==> src/rtl/hazard_forward_unit.sv <==
// ID-stage hazard and forwarding controller.
// Keeps a shadow copy of the EX/MEM/WB destination fields and from it derives
// the forwarding mux selects, the load-use bubble and the memory-wait freeze.
// It also tracks stall statistics and a sticky memory-timeout flag.
//
// state    | meaning
// ---------+-------------------------------------------------------------
// RUN      | normal flow, all enables high
// LU_STALL | previous cycle inserted a load-use bubble (PC and IF/ID held)
// FREEZE   | previous cycle was frozen by mem_wait (whole pipe held)
module hazard_forward_unit #(
  parameter int CNT_W      = 16,
  parameter int MAX_FREEZE = 255
) (
  input  logic             clk,
  input  logic             rst_n,
  input  logic [4:0]       id_rs,
  input  logic [4:0]       id_rt,
  input  logic             id_uses_rs,
  input  logic             id_uses_rt,
  input  logic [4:0]       id_dest,
  input  logic             id_rf_enable,
  input  logic             id_load,
  input  logic             mem_wait,
  output logic [1:0]       fwd_sel_a,
  output logic [1:0]       fwd_sel_b,
  output logic             nop_sel,
  output logic             pc_enable,
  output logic             ifid_enable,
  output logic             pipe_enable,
  output logic [1:0]       state,
  output logic [CNT_W-1:0] stall_count,
  output logic             mem_timeout
);

  typedef enum logic [1:0] {
    RUN      = 2'b00,
    LU_STALL = 2'b01,
    FREEZE   = 2'b10
  } state_t;

  localparam logic [CNT_W-1:0] MAX_F = CNT_W'(MAX_FREEZE);

  state_t           state_q;
  logic [CNT_W-1:0] freeze_cnt_q;
  logic [CNT_W-1:0] stall_cnt_q;
  logic             timeout_q;

  logic             ex_rf_q, ex_ld_q, mem_rf_q, mem_ld_q, wb_rf_q, wb_ld_q;
  logic [4:0]       ex_dest_q, mem_dest_q, wb_dest_q;

  logic             lu;

  // A loading EX entry is skipped here: its data is not ready, the load-use
  // stall covers it, and an older matching stage may still be selected.
  function automatic logic [1:0] fwd_pick(
    input logic       used,
    input logic [4:0] src,
    input logic       e_rf, input logic e_ld, input logic [4:0] e_dest,
    input logic       m_rf, input logic [4:0] m_dest,
    input logic       w_rf, input logic [4:0] w_dest
  );
    logic [1:0] sel;
    sel = 2'b00;
    if (used && (src != 5'd0)) begin
      if (e_rf && !e_ld && (e_dest == src))
        sel = 2'b01;
      else if (m_rf && (m_dest == src))
        sel = 2'b10;
      else if (w_rf && (w_dest == src))
        sel = 2'b11;
    end
    return sel;
  endfunction

  // Forwarding selects, load-use detection and enable priority.
  always_comb begin
    fwd_sel_a = fwd_pick(id_uses_rs, id_rs, ex_rf_q, ex_ld_q, ex_dest_q,
                         mem_rf_q, mem_dest_q, wb_rf_q, wb_dest_q);
    fwd_sel_b = fwd_pick(id_uses_rt, id_rt, ex_rf_q, ex_ld_q, ex_dest_q,
                         mem_rf_q, mem_dest_q, wb_rf_q, wb_dest_q);
    lu = ex_rf_q && ex_ld_q && (ex_dest_q != 5'd0) &&
         ((id_uses_rs && (id_rs == ex_dest_q)) ||
          (id_uses_rt && (id_rt == ex_dest_q)));
    nop_sel     = 1'b0;
    pc_enable   = 1'b1;
    ifid_enable = 1'b1;
    pipe_enable = 1'b1;
    if (mem_wait) begin
      pc_enable   = 1'b0;
      ifid_enable = 1'b0;
      pipe_enable = 1'b0;
    end else if (lu) begin
      pc_enable   = 1'b0;
      ifid_enable = 1'b0;
      nop_sel     = 1'b1;
    end
  end

  // Shadow pipe: shifts ID->EX->MEM->WB only when the real pipe advances.
  always_ff @(posedge clk or negedge rst_n) begin
    if (!rst_n) begin
      ex_rf_q    <= 1'b0;
      ex_ld_q    <= 1'b0;
      ex_dest_q  <= 5'd0;
      mem_rf_q   <= 1'b0;
      mem_ld_q   <= 1'b0;
      mem_dest_q <= 5'd0;
      wb_rf_q    <= 1'b0;
      wb_ld_q    <= 1'b0;
      wb_dest_q  <= 5'd0;
    end else if (pipe_enable) begin
      ex_rf_q    <= id_rf_enable & ~nop_sel;
      ex_ld_q    <= id_load & ~nop_sel;
      ex_dest_q  <= id_dest;
      mem_rf_q   <= ex_rf_q;
      mem_ld_q   <= ex_ld_q;
      mem_dest_q <= ex_dest_q;
      wb_rf_q    <= mem_rf_q;
      wb_ld_q    <= mem_ld_q;
      wb_dest_q  <= mem_dest_q;
    end
  end

  // State, freeze timer, sticky timeout and saturating stall counter.
  always_ff @(posedge clk or negedge rst_n) begin
    if (!rst_n) begin
      state_q      <= RUN;
      freeze_cnt_q <= '0;
      stall_cnt_q  <= '0;
      timeout_q    <= 1'b0;
    end else begin
      if (mem_wait)
        state_q <= FREEZE;
      else if (lu)
        state_q <= LU_STALL;
      else
        state_q <= RUN;

      // Leaving FREEZE (mem_wait low) clears the timer; it stops at MAX_F.
      if (!mem_wait) begin
        freeze_cnt_q <= '0;
      end else if ((state_q == FREEZE) && (freeze_cnt_q != MAX_F)) begin
        freeze_cnt_q <= freeze_cnt_q + 1'b1;
        if (freeze_cnt_q == (MAX_F - 1'b1))
          timeout_q <= 1'b1;
      end

      if (!pc_enable && (stall_cnt_q != '1))
        stall_cnt_q <= stall_cnt_q + 1'b1;
    end
  end

  assign state       = state_q;
  assign stall_count = stall_cnt_q;
  assign mem_timeout = timeout_q;

  // Load bits of MEM/WB are carried for completeness of the shadow copy.
  logic unused_ok;
  assign unused_ok = mem_ld_q ^ wb_ld_q;

endmodule
==> config.mk <==
export PLATFORM = sky130hd
export DESIGN_NAME = hazard_forward_unit
export DESIGN_NICKNAME = d
export VERILOG_FILES = /design/src/rtl/hazard_forward_unit.sv
export SDC_FILE = /design/constraint.sdc
export NUM_CORES = 1
export LEC_CHECK = 0
export BUFFER_PORTS_ARGS = -buffer_cell sky130_fd_sc_hd__buf_4
export CAP_MARGIN = 25
export CORE_MARGIN = 1
export CORE_UTILIZATION = 45
export CTS_CLUSTER_DIAMETER = 100
export DETAILED_ROUTE_END_ITERATION = 7
export GPL_TIMING_DRIVEN = 0
export PLACE_DENSITY = 0.63
export RECOVER_POWER = 100
export SLEW_MARGIN = 30
export SYNTH_ARGS = -nofsm -noshare
export SYNTH_HDL_FRONTEND = slang
export SYNTH_SLANG_ARGS = --single-unit
==> constraint.sdc <==
create_clock -name clk -period 3.35 [get_ports clk]
set_clock_uncertainty 0.2 [all_clocks]
set_input_delay 1.005 -clock clk [delete_from_list [all_inputs] [get_ports clk]]
set_output_delay 1.005 -clock clk [all_outputs]
set_load 0.02 [all_outputs]
==> qor.csv <==
metric,value,unit
status,"complete, but fails checks",
failing checks,setup timing,
Setup-failing EPs final,4,
DIE HEIGHT,81.4,um
Worst path slowest cell,nor4_1,
Layout fillers,537,
Clock Sinks,54,
global-route usage over all layers,19.6,%
Non-Filler Instances,399,
Starting DRT DRC Count,79,
top post-synthesis cells by area,"dfrtp_1 (48%), xor2_1 (13%), mux2_2 (6.7%)",
Max Slew Vio Count,0,
cell accounting for the most synthesized area,dfrtp_1,
pin count of the biggest net entering global routing,55,
setup TNS,-124,ps
critical path type,in2out,
share of the synthesized area in the top cell type,47.6,%
vias in the first global route,2012,
"commonest non-fill, non-tap cells in the layout","dfrtp_1 (54), xor2_1 (41), buf_4 (26)",
Post-Syn Instances,267,
Sw Share,31.6,%
chip width,81.4,um
"FF+latch count, synth",54,
fin crit period,3400,ps
# port buffers,48,
CP Cell Sequence,buf_8 > xor2_1 > nor4_1 > and3_2 > nor2b_4 > nor3_2 > buf_4,
Antenna Nets Post-Route,0,
"most common cell after layout, fill and taps aside",dfrtp_1,
"Avg Cell Area, Syn",10.6,um2
I/O pin cnt,49,
mapped cell area,0.00284,mm2
worst stage delay on the critical path,310,ps
drt first pass iters,4,
placed insts,390,
CTS buffer count,5,
"Period Utilization, post-route",101,%
Logic pwr share,21.7,%
Sequential Power Share,50.6,%
met1 usage,26.2,%
met3 global-route usage,5.96,%
clock root buffer,clkbuf_8,
Worst setup EP type,output port,
Peak VDD IR,0.370,mV
std cell rows,28,
Final nets,348,
Critical Path Stages,7,
first-pass GRT wire length,9.67,mm
CP Buf/Inv Count,2,
Hold Fails Final Rpt,0,
syn nets,292,
Int Power,1.14,mW
asr flop ratio synth,100,%
RSZ-0062 raised after global routing,yes,
via count,2112,
M2 GR Usage,30.9,%
pwr/cell area,486,mW/mm2
"Seq/Total Area, Yosys",47.6,%
ANT cells,0,
Leakage,1.56,nW
initial core utilization,47.3,%
Max Root-Sink Buffers,2,
Total Power,1.66,mW
average wire per standard cell,14.9,um
Final GP Congestion,0.820,
"Distinct cells, synth",39,
NetSw,0.525,mW
CTS HTree Levels,2,
CP Data Required Time,2140,ps
Hold/Removal Path Class,reg2reg,
gr ovfl total,0,
Layout area overhead,20.7,%
Critical Path AT,2190,ps
dpl hpwl,4.32,mm
drc violations,0,
maxcap violations,0,
Worst R2R Path Depth,7,
worst-margin pin slew,1310,ps
initial antenna violation count,0,
hold_buf cts,0,
number of flops mapped to enable cells by yosys,0,
standard cell core area,0.00599,mm2
busiest grt layer,met2,
layout cells sized above 1,21.6,%
Slew HR,12.8,%
clock transition at the registers of the reported paths,100,ps
later-pin clock latency in the skew report,310,ps
setup ws final,-49.1,ps
fmax,294,MHz
CP Launch Type,input port,
Vias/cell,5.29,
WL final,5.95,mm
"CP delay by family, top",simple AND/OR/NAND/NOR gates,
CP Max Fanout,4,
die area,0.00663,mm2
CTS tree,built,
hold path depth,1,
Clk network pwr share,27.8,%
yosys warns,0,
Synth Flop Type,dfrtp_1,
## metal layers
layer  share of wire (%)  up-vias
li1                    -     1043
met1                  48     1024
met2                  47       40
met3                 4.2        5
met4                0.82        0
met5                   0        -
## metrics by stage
| step | area, um2 | setup WS (ps) | hold WS [ps] | utilization (%) |
|---|---|---|---|---|
| 3_3_place_gp | 3290 | -171 | 255 | 55.0 |
| 2_1_floorplan | 2840 | 41.9 | 285 | - |
| 6_report | 3420 | -49.1 | 302 | 57.1 |
| 4_1_cts | 3440 | -40.1 | 310 | 57.4 |
| 3_5_place_dp | 3290 | -213 | 294 | 55.0 |
| 5_1_grt | 3420 | -92.5 | 321 | 57.1 |
## repair_timing
item	in CTS	in global routing
buffers inserted	1	1
gates resized for setup	6	15
pin swaps	2	7
endpoints found under the setup margin	6	6
## path summary, 6_finish.rpt
kind / from / endpoint / slack (ps)
hold reg to reg: stall_count[11]$_DFFE_PN0P_ / stall_count[11]$_DFFE_PN0P_ / 300
max in group asynchronous: rst_n / mem_dest_q[3]$_DFFE_PN0N_ / 1390
setup / recovery: id_rt[1] / fwd_sel_b[1] / -50
min in group asynchronous: rst_n / stall_count[0]$_DFFE_PN0P_ / 760
setup reg to reg: stall_count[0]$_DFFE_PN0P_ / stall_count[1]$_DFFE_PN0P_ / 880
hold / removal: stall_count[11]$_DFFE_PN0P_ / stall_count[11]$_DFFE_PN0P_ / 300
## cells by family (layout without fill, tap and decap cells)
family                     count (synthesis)  in the layout  synth area share, %
buffers and inverters                     12             69                 1.99
adders and majority gates                  3              3                 1.32
xor gates and xnor gates                  55             55                 17.0
DFF                                       54             54                 47.6
muxes                                     20             20                 7.85
and+or+nand+nor                          100            100                 18.3
AOI/OAI and AO/OA                         23             23                 5.96
## state kept, by name, indices dropped and copies added (netlist names)
name	cells
freeze_cnt_q	16
stall_count	16
ex_dest_q	5
mem_dest_q	5
wb_dest_q	5
state	2
ex_ld_q	1
ex_rf_q	1
mem_rf_q	1
mem_timeout	1
wb_rf_q	1
## power by group through the flow
| stage | combinational (mW) | sequential, mW | clock (mW) |
|---|---|---|---|
| 2_1_floorplan | 0.188 | 0.883 | 0 |
| 3_3_place_gp | 0.379 | 0.855 | 0 |
| 3_5_place_dp | 0.388 | 0.853 | 0 |
| 4_1_cts | 0.395 | 0.842 | 0.481 |
| 5_1_grt | 0.399 | 0.856 | 0.512 |
| 6_report | 0.360 | 0.842 | 0.462 |
## cell usage after synthesis (3+ instances only)
cell     count
nand2_1     14
or3_1        4
and3_1      12
nor2_1      23
mux2_2      17
nor2b_1      3
inv_1        6
ha_1         3
xnor2_1     13
nand3_1     11
or4_1        4
o21ai_0      4
dfrtp_1     54
nor3_1      12
a21oi_1      6
nor4_1       6
nand4_1      3
and2_1       3
xor2_1      42
## area by class of cell
class / instances / area [um2] / area share [%]
Sequential cell: 54 / 1350 / 39.5
Inverter: 6 / 22.5 / 0.658
Buffer: 5 / 30.0 / 0.877
Clock inverter: 2 / 38.8 / 1.13
Timing Repair Buffer: 50 / 317 / 9.25
Clock buffer: 6 / 82.6 / 2.41
Tap cell: 75 / 93.8 / 2.74
Multi-Input combinational cell: 201 / 1490 / 43.5
Power figures use the tool's default switching activity.
